$ cat config.mk
export PLATFORM = sky130hd
export DESIGN_NAME = sync_fifo_prog
export DESIGN_NICKNAME = d
export VERILOG_FILES = /design/src/rtl/uart_fifo_pkg.sv /design/src/rtl/sync_fifo_ram.sv /design/src/rtl/sync_fifo_prog.sv
export SDC_FILE = /design/constraint.sdc
export NUM_CORES = 1
export LEC_CHECK = 0
export BUFFER_PORTS_ARGS = -buffer_cell sky130_fd_sc_hd__buf_4
export CAP_MARGIN = 10
export CORE_MARGIN = 5
export CORE_UTILIZATION = 50
export CTS_CLUSTER_DIAMETER = 60
export DETAILED_ROUTE_END_ITERATION = 8
export PLACE_DENSITY = 0.68
export SLEW_MARGIN = 20
export SYNTH_ARGS = -nofsm -noshare
export SYNTH_HDL_FRONTEND = slang
export SYNTH_SLANG_ARGS = --single-unit
$ cat constraint.sdc
create_clock -name clk -period 3.2 [get_ports clk]
set_clock_uncertainty 0.1 [all_clocks]
set_input_delay 0.48 -clock clk [delete_from_list [all_inputs] [get_ports clk]]
set_output_delay 0.48 -clock clk [all_outputs]
set_load 0.1 [all_outputs]
$ cat src/rtl/uart_fifo_pkg.sv
// uart_fifo_pkg: shared types and helpers for the UART data-path FIFO
//   fifo_mode_e : read mode selector (FIFO_REG registered, FIFO_FWFT show-ahead)
//   fifo_cw     : width of level/threshold buses for a given depth (0..DEPTH)
//   parity      : even-parity bit of up to 64 data bits (zero-extend narrower data)
package uart_fifo_pkg;

   typedef enum logic {FIFO_REG, FIFO_FWFT} fifo_mode_e;

   function automatic int fifo_cw(input int depth);
      return $clog2(depth + 1);
   endfunction

   function automatic logic parity(input logic [63:0] d);
      return ^d;
   endfunction

endpackage

$ cat src/rtl/sync_fifo_ram.sv
// sync_fifo_ram: DEPTH x W storage, one synchronous write port and one asynchronous read port
//   clk   in  clock
//   we    in  write enable
//   wa    in  write index
//   wd    in  write data
//   ra    in  read index
//   rd    out read data (combinational from ra)
module sync_fifo_ram #(
   parameter int W     = 8,
   parameter int DEPTH = 16,
   parameter int IW    = 4
) (
   input  logic          clk,
   input  logic          we,
   input  logic [IW-1:0] wa,
   input  logic [W-1:0]  wd,
   input  logic [IW-1:0] ra,
   output logic [W-1:0]  rd
);

   logic [W-1:0] mem [DEPTH];

   always_ff @(posedge clk)
      if (we) mem[wa] <= wd;

   assign rd = mem[ra];

endmodule

$ cat src/rtl/sync_fifo_prog.sv
// sync_fifo_prog: single-clock FIFO, any depth, registered or FWFT read, programmable almost flags
//   clk, rst_n (async, active-low)      clock and reset
//   flush                               synchronous clear of indices and level
//   wr_en, wr_data                      push request and data
//   rd_en, rd_data                      pop request and read data
//   full, empty, almost_full, almost_empty, level   occupancy status
//   af_thresh, ae_thresh                almost-full / almost-empty thresholds
//   overflow, underflow, err_clr        sticky error flags and their clear
//   par_inject, parity_err              parity fault injection / detection
// Macro SYNC_FIFO_PARITY_EN adds a stored even-parity bit per entry; without it
// par_inject is ignored and parity_err is tied low.
module sync_fifo_prog
   import uart_fifo_pkg::*;
#(
   parameter int DATA_WIDTH = 8,
   parameter int DEPTH      = 16,
   parameter int FWFT       = 0,
   parameter int CW         = fifo_cw(DEPTH)
) (
   input  logic                  clk,
   input  logic                  rst_n,
   input  logic                  flush,
   input  logic                  wr_en,
   input  logic [DATA_WIDTH-1:0] wr_data,
   input  logic                  rd_en,
   output logic [DATA_WIDTH-1:0] rd_data,
   output logic                  full,
   output logic                  empty,
   output logic                  almost_full,
   output logic                  almost_empty,
   input  logic [CW-1:0]         af_thresh,
   input  logic [CW-1:0]         ae_thresh,
   output logic [CW-1:0]         level,
   output logic                  overflow,
   output logic                  underflow,
   input  logic                  err_clr,
   input  logic                  par_inject,
   output logic                  parity_err
);

   localparam int IW = $clog2(DEPTH);
`ifdef SYNC_FIFO_PARITY_EN
   localparam int W = DATA_WIDTH + 1;
`else
   localparam int W = DATA_WIDTH;
`endif
   localparam logic [IW-1:0] LAST = IW'(DEPTH - 1);

   logic [IW-1:0] wr_idx, rd_idx;
   logic [CW-1:0] cnt;
   logic [W-1:0]  wd, q;
   logic          push, pop;

   assign full         = cnt == CW'(DEPTH);
   assign empty        = cnt == '0;
   assign almost_full  = cnt >= af_thresh;
   assign almost_empty = cnt <= ae_thresh;
   assign level        = cnt;

   // flush swallows every request of its cycle
   assign push = wr_en & ~full & ~flush;
   assign pop  = rd_en & ~empty & ~flush;

   sync_fifo_ram #(.W(W), .DEPTH(DEPTH), .IW(IW)) u_ram (
      .clk (clk),
      .we  (push),
      .wa  (wr_idx),
      .wd  (wd),
      .ra  (rd_idx),
      .rd  (q)
   );

   always_ff @(posedge clk or negedge rst_n)
      if (!rst_n) begin
         wr_idx    <= '0;
         rd_idx    <= '0;
         cnt       <= '0;
         overflow  <= 1'b0;
         underflow <= 1'b0;
      end else begin
         if (flush) begin
            wr_idx <= '0;
            rd_idx <= '0;
            cnt    <= '0;
         end else begin
            if (push) wr_idx <= (wr_idx == LAST) ? '0 : wr_idx + 1'b1;
            if (pop)  rd_idx <= (rd_idx == LAST) ? '0 : rd_idx + 1'b1;
            if (push != pop) cnt <= push ? cnt + 1'b1 : cnt - 1'b1;
         end
         // a new error outranks a simultaneous clear
         overflow  <= (wr_en & full & ~flush) | (overflow & ~err_clr);
         underflow <= (rd_en & empty & ~flush) | (underflow & ~err_clr);
      end

   generate
      if (FWFT == int'(FIFO_FWFT)) begin : g_fwft
         assign rd_data = empty ? '0 : q[DATA_WIDTH-1:0];
      end else begin : g_reg
         always_ff @(posedge clk or negedge rst_n)
            if (!rst_n) rd_data <= '0;
            else if (pop) rd_data <= q[DATA_WIDTH-1:0];
      end
   endgenerate

`ifdef SYNC_FIFO_PARITY_EN
   logic pe;
   assign wd = {parity(64'(wr_data)) ^ par_inject, wr_data};
   always_ff @(posedge clk or negedge rst_n)
      if (!rst_n) pe <= 1'b0;
      else pe <= pop & (parity(64'(q[DATA_WIDTH-1:0])) != q[DATA_WIDTH]);
   assign parity_err = pe;
`else
   logic unused_par;
   assign wd         = wr_data;
   assign unused_par = par_inject;
   assign parity_err = 1'b0;
`endif

endmodule
---- Yosys cells after proc, flatten, opt, wreduce, memory -nomap -nowiden ----
Memories as Yosys holds them, arrays and structs flattened. A register that Yosys moved wholly into a read port is not among the register bits.
Cells that the tools add are included.
storage, ports and cells
  memories ................................ 1
  register bits ........................... 15
  output and inout port bits .............. 20
  memory bits (writable) .................. 128
memories
  name       words  width  rd ports  clocked after Yosys merged registers in  write ports  RTL line             source
  u_ram.mem  16     8      1         1                                        1            sync_fifo_ram.sv:21  logic [W-1:0] mem [DEPTH];
cells by class
  $lt $le $gt $ge ......................... 2
  muxes and demuxes ....................... 11
  equal/unequal tests ..................... 4
  add/sub/neg operators ................... 4
  bitwise gates (word level) .............. 16
  reduce and logical (&&, ||, !) cells .... 5
operators by type and width
  cell                 number
  $mux 4               6
  $mux 5               3
  $and 1x1->1          10
  $add 4x1->4 const B  2
  $eq 4x4->1 const B   2
  $reduce_bool 2->1    3
  $add 5x1->5 const B  1
  $eq 5x5->1 const B   1
  $ge 5x5->1           1
  $le 5x5->1           1
  $logic_not 5->1      1
  $sub 5x1->5 const B  1
  $not 1->1            4
  $mux 1               2
  $or 1x1->1           2
  $logic_not 1->1      1
  $ne 1x1->1           1

---- Logic depth before layout (Yosys ltp) ----
  depth in word-level cells ............... 7
  mapped depth ............................ 9
  gate-level depth less buffers ........... 9

---- Cells and area by module ----
From an unflattened synthesis, not the netlist that was laid out.
second synthesis, totals
  cells, all modules ...................... 373
  area, all modules ....................... 6,477.5 um2
modules (own cells, without submodules)
  module          cells each  area each (um2)  instances
  sync_fifo_ram   221         4,987.3          1
  sync_fifo_prog  152         1,490.2          1

---- Worst setup path before layout ----
OpenSTA, ideal clock, no wires.
  kind .................................... register -> output
  start ................................... reg cnt[0], in the netlist level[0]
  end ..................................... out almost_full
  stages on the path, launching flop included .. 8
  path buffers ............................ 0
  path slack .............................. -0.616 ns
  required time ........................... 2.620 ns
  data arrival time ....................... 3.236 ns
  cells stage by stage .................... dfrtp_1 -> inv_1 -> ha_1 -> nand2b_1 -> a21oi_1 -> nor2b_1 -> o21ai_0 -> a21oi_1
on the way
  word-level cells in the longest chain between the ends .. 1
RTL lines
  element                 RTL line              source
  start, declared         sync_fifo_prog.sv:50  logic [CW-1:0] cnt;
  start signal, assigned  sync_fifo_prog.sv:88  if (push != pop) cnt <= push ? cnt + 1'b1 : cnt - 1'b1;
  $ge 5x5->1              sync_fifo_prog.sv:56  assign almost_full = cnt >= af_thresh;
  end, declared           sync_fifo_prog.sv:29  output logic almost_full,
Every way passes these cells.

---- Worst setup path in the final report ----
  start ................................... reg cnt[1], in the netlist level[1]
  end ..................................... reg cnt[4], in the netlist level[4]
on the way
  word-level cells in the longest chain between the ends .. 7
  elaborated cells on any way between the ends .. 15
RTL lines
  element
  parallel branches: the longest is 7 deep, another holds $sub 5x1->5
Parallel ways; which one is timed is not known. The select of a mux whose other input is x is not followed.
A chain may end at the register's enable or synchronous reset.

==> impl_results.md <==
* Status: finished, final reports clean
* Total gr overflow at 0
* Mapped Area at 6490 µm²
* Max Root-Sink Buffers at 2
* Setup TNS at 0 ns
* Ys flop type: edfxtp_1
* Post-synth EDFFs at 128
* Nets at between 400 and 500
* Clk pwr share at 36.3%
* Relative slew slack at between 50% and 60%
* Routed length per instance at 20.5 µm
* Largest net degree at the start of global routing at 24
* DIE AREA at 15,400 µm²
* Sequential share of power at 38.1%
* Clk_lat worst skew at around 0.42 ns
* YS warnings at 0
* Hold Path Depth at 1
* Netlist cell types at 47
* Post-route insts no fill at 623
* Syn avg cell area at 17.1 µm²
* Final hold vios at 0
* Layout cells sized above 1 at 31.5%
* # placed instances at 591
* Final WL at 12,800 µm
* Top Metal Used: met4
* Initial DRC Count at approximately 260
* Period utilization at 91.3%
* Clock Sinks at 151
* Minimum clock period at 2.92 ns
* Pre-antenna DRT Iters at 5
* Setup violations, final at 0
* Max_cap viols at 0
* Initial core utilization at 51.2%
* Sw power at 0.00205 W
* Hold Crit Class: in -> reg
* Post-route DRC violation count at 0
* Critical path's most frequent cell: nand2_1
* Met3 WL at 550 µm
* Post-synthesis sequential area ratio at 68.1%
* Net Sw Frac at 32.7%
* WHS at around 0.26 ns
* Post-synthesis cell count at 379
* Met1 WL at 5480 µm
* Antenna violations before repair at 0
* CP Cell Sequence: nor4_1 > nand2_1 > nand3_1 > ha_1 > a21oi_1 > nand2_1 > and3_1 > or3_1 > a31oi_1
* CP max-delay cell: nor4_1
* GRT Util Overall at 18.6%
* Cts-stage hold buffer count at 1
* Reg2Reg Depth at 9
* Leakage power at 2.76 nW
* FF+latch area at around 4400 µm²
* Via-to-Cell Ratio at 5.63
* PD cells at 806 nW/µm²
* Power Internal at 0.00423 W
* Worst path top cell family by delay: simple AND/OR/NAND/NOR gates
* CTS root buf: clkbuf_16
* Num CTS Buffers at 17
* TritonCTS clock tree: yes
* Number of fill cells at 937
* Worst-path fanout max at 8
* # IOs at 45
* Multi-input gate area at 1920 µm²
* DRT antenna net count at 0
* Worst-path clk slew at roughly 0.06 ns
* Core area at 12,700 µm²
* Placer Congestion at 0.787
* Met2 routed WL at between 6000 and 7000 µm
* Crit-path max cell delay at 0.48 ns
* CP Depth at 9
* Combinational fraction of design power at 25.6%
* CP Class: reg -> reg
* Post-synthesis register bit count at approximately 150
* First-pass GRT wire length at between 20,000 and 25,000 µm
* FMAX at 342 MHz
* Critical path arrival at 3.15 ns
* Max-slew violations at 0
* Resized Gates After CTS at 0
* H-tree depth at 4
* Crit path launch type: register
* Die Width at 124 µm
* Via count at 3,506
* # rows at 41
* Crit path required time at 3.43 ns
* Synth async-reset ratio at 15.2%
* Max IR drop VDD at 0.406 mV
* Syn Nets at 424
* Worst slew pin tran at 0.691 ns
* Die Ht at 124 µm
* Area delta synth->final at 20.0%
* RSZ-0062 raised after global routing: false
* Vias in the first global route at 3,605
* ANT cells at 0
* Detailed Place HPWL at around 8600 µm
* CP Buf/Inv Count at 0
* Utilization after layout at 61.5%
* CP Capture Type: register
* IO Port Bufs at 42
* Post-CTS Setup Bufs at 0
[power groups by stage]
| stage | Clock (W) | Combinational [W] | Sequential (W) |
|---|---|---|---|
| 6_report | 0.00228 | 0.00161 | 0.00239 |
| 5_1_grt | 0.00240 | 0.00172 | 0.00241 |
| 4_1_cts | 0.00231 | 0.00162 | 0.00239 |
| 3_5_place_dp | 0 | 0.00161 | 0.00243 |
| 3_3_place_gp | 0 | 0.00158 | 0.00242 |
| 2_1_floorplan | 0 | 0.000733 | 0.00293 |
[stage by stage]
| step | power [W] | worst slack [ns] | instance area (µm²) |
|---|---|---|---|
| 6_report | 0.00628 | 0.279 | 7790 |
| 5_1_grt | 0.00653 | 0.0552 | 7790 |
| 3_5_place_dp | 0.00404 | 0.311 | 7090 |
| 4_1_cts | 0.00632 | 0.294 | 7780 |
| 2_1_floorplan | 0.00367 | 0.0322 | 6500 |
| 3_3_place_gp | 0.00401 | 0.431 | 7090 |
[area by class of cell]
cell class,count,area share (%)
clock buffers,18,5.51
multi-input cells,188,24.7
inverters,21,1.01
repair buffers,60,5.97
flip-flops and latches,151,56.8
well taps,172,2.76
clock inverters,13,3.24
[flip-flops by register name, summed over array words and instances (netlist names)]
name       flops
level          5
wr_idx         4
underflow      1
overflow       1
u_ram.mem    128
rd_data        8
rd_idx         4
[kinds of logic (layout without fill, tap and decap cells)]
kind of cell / after synthesis / count (layout) / synth area share, %
and+or+nand+nor: 72 / 72 / 5.53
adders and majority gates: 20 / 20 / 3.97
other: 1 / 1 / 0.0577
muxes: 54 / 54 / 14.8
xor gates and xnor gates: 4 / 4 / 0.539
buffers and inverters: 40 / 112 / 2.74
AOI/OAI and AO/OA: 37 / 37 / 4.30
DFF: 151 / 151 / 68.1
[synthesized netlist by cell type, types with 3 or more instances]
library cell / instances / share of area [%]
edfxtp_1: 128 / 59
o21ai_0: 5 / 0.39
o221ai_1: 8 / 1.1
inv_1: 21 / 1.2
dfrtp_1: 23 / 8.9
mux4_2: 32 / 11
nor4_1: 6 / 0.58
nor2_1: 17 / 0.98
nor3_1: 5 / 0.39
mux2i_1: 17 / 2.6
mux2_4: 4 / 0.92
buf_4: 3 / 0.35
or3_1: 3 / 0.29
buf_2: 6 / 0.46
nor2b_1: 3 / 0.29
nand3_1: 5 / 0.39
nand2_1: 20 / 1.2
clkbuf_1: 7 / 0.40
and2_1: 4 / 0.39
xnor2_1: 4 / 0.54
a21oi_1: 10 / 0.77
ha_1: 19 / 3.7
[worst paths after layout]
check | from | end | slack, ns
setup / recovery | level[1]$_DFFE_PN0P_ | level[4]$_DFFE_PN0P_ | 0.28
hold / removal | wr_data[1] | u_ram.mem[10][1]$_DFFE_PP_ | 0.26
setup reg to reg | level[1]$_DFFE_PN0P_ | level[4]$_DFFE_PN0P_ | 0.28
hold reg to reg | overflow$_DFF_PN0_ | overflow$_DFF_PN0_ | 0.40
max in group asynchronous | rst_n | rd_idx[2]$_DFFE_PN0P_ | 2.31
min in group asynchronous | rst_n | level[2]$_DFFE_PN0P_ | 0.42
[routing by layer]
metal,up-vias,GRT usage (%)
met4,0,5.13
li1,1611,-
met5,-,0
met1,1804,24.9
met3,12,4.86
met2,79,30.5
[cells in the final DEF, fill, tap and decap left out, drive strengths merged, types with 7 or more instances in the layout]
cell	n
a21oi	10
o221ai	8
nand2	20
o21ai	7
edfxtp	128
inv	21
nor2	18
mux2i	17
dfrtp	23
ha	19
clkbuf	18
bufinv	7
mux4	32
buf	59
(Power assumes the default switching activity.)
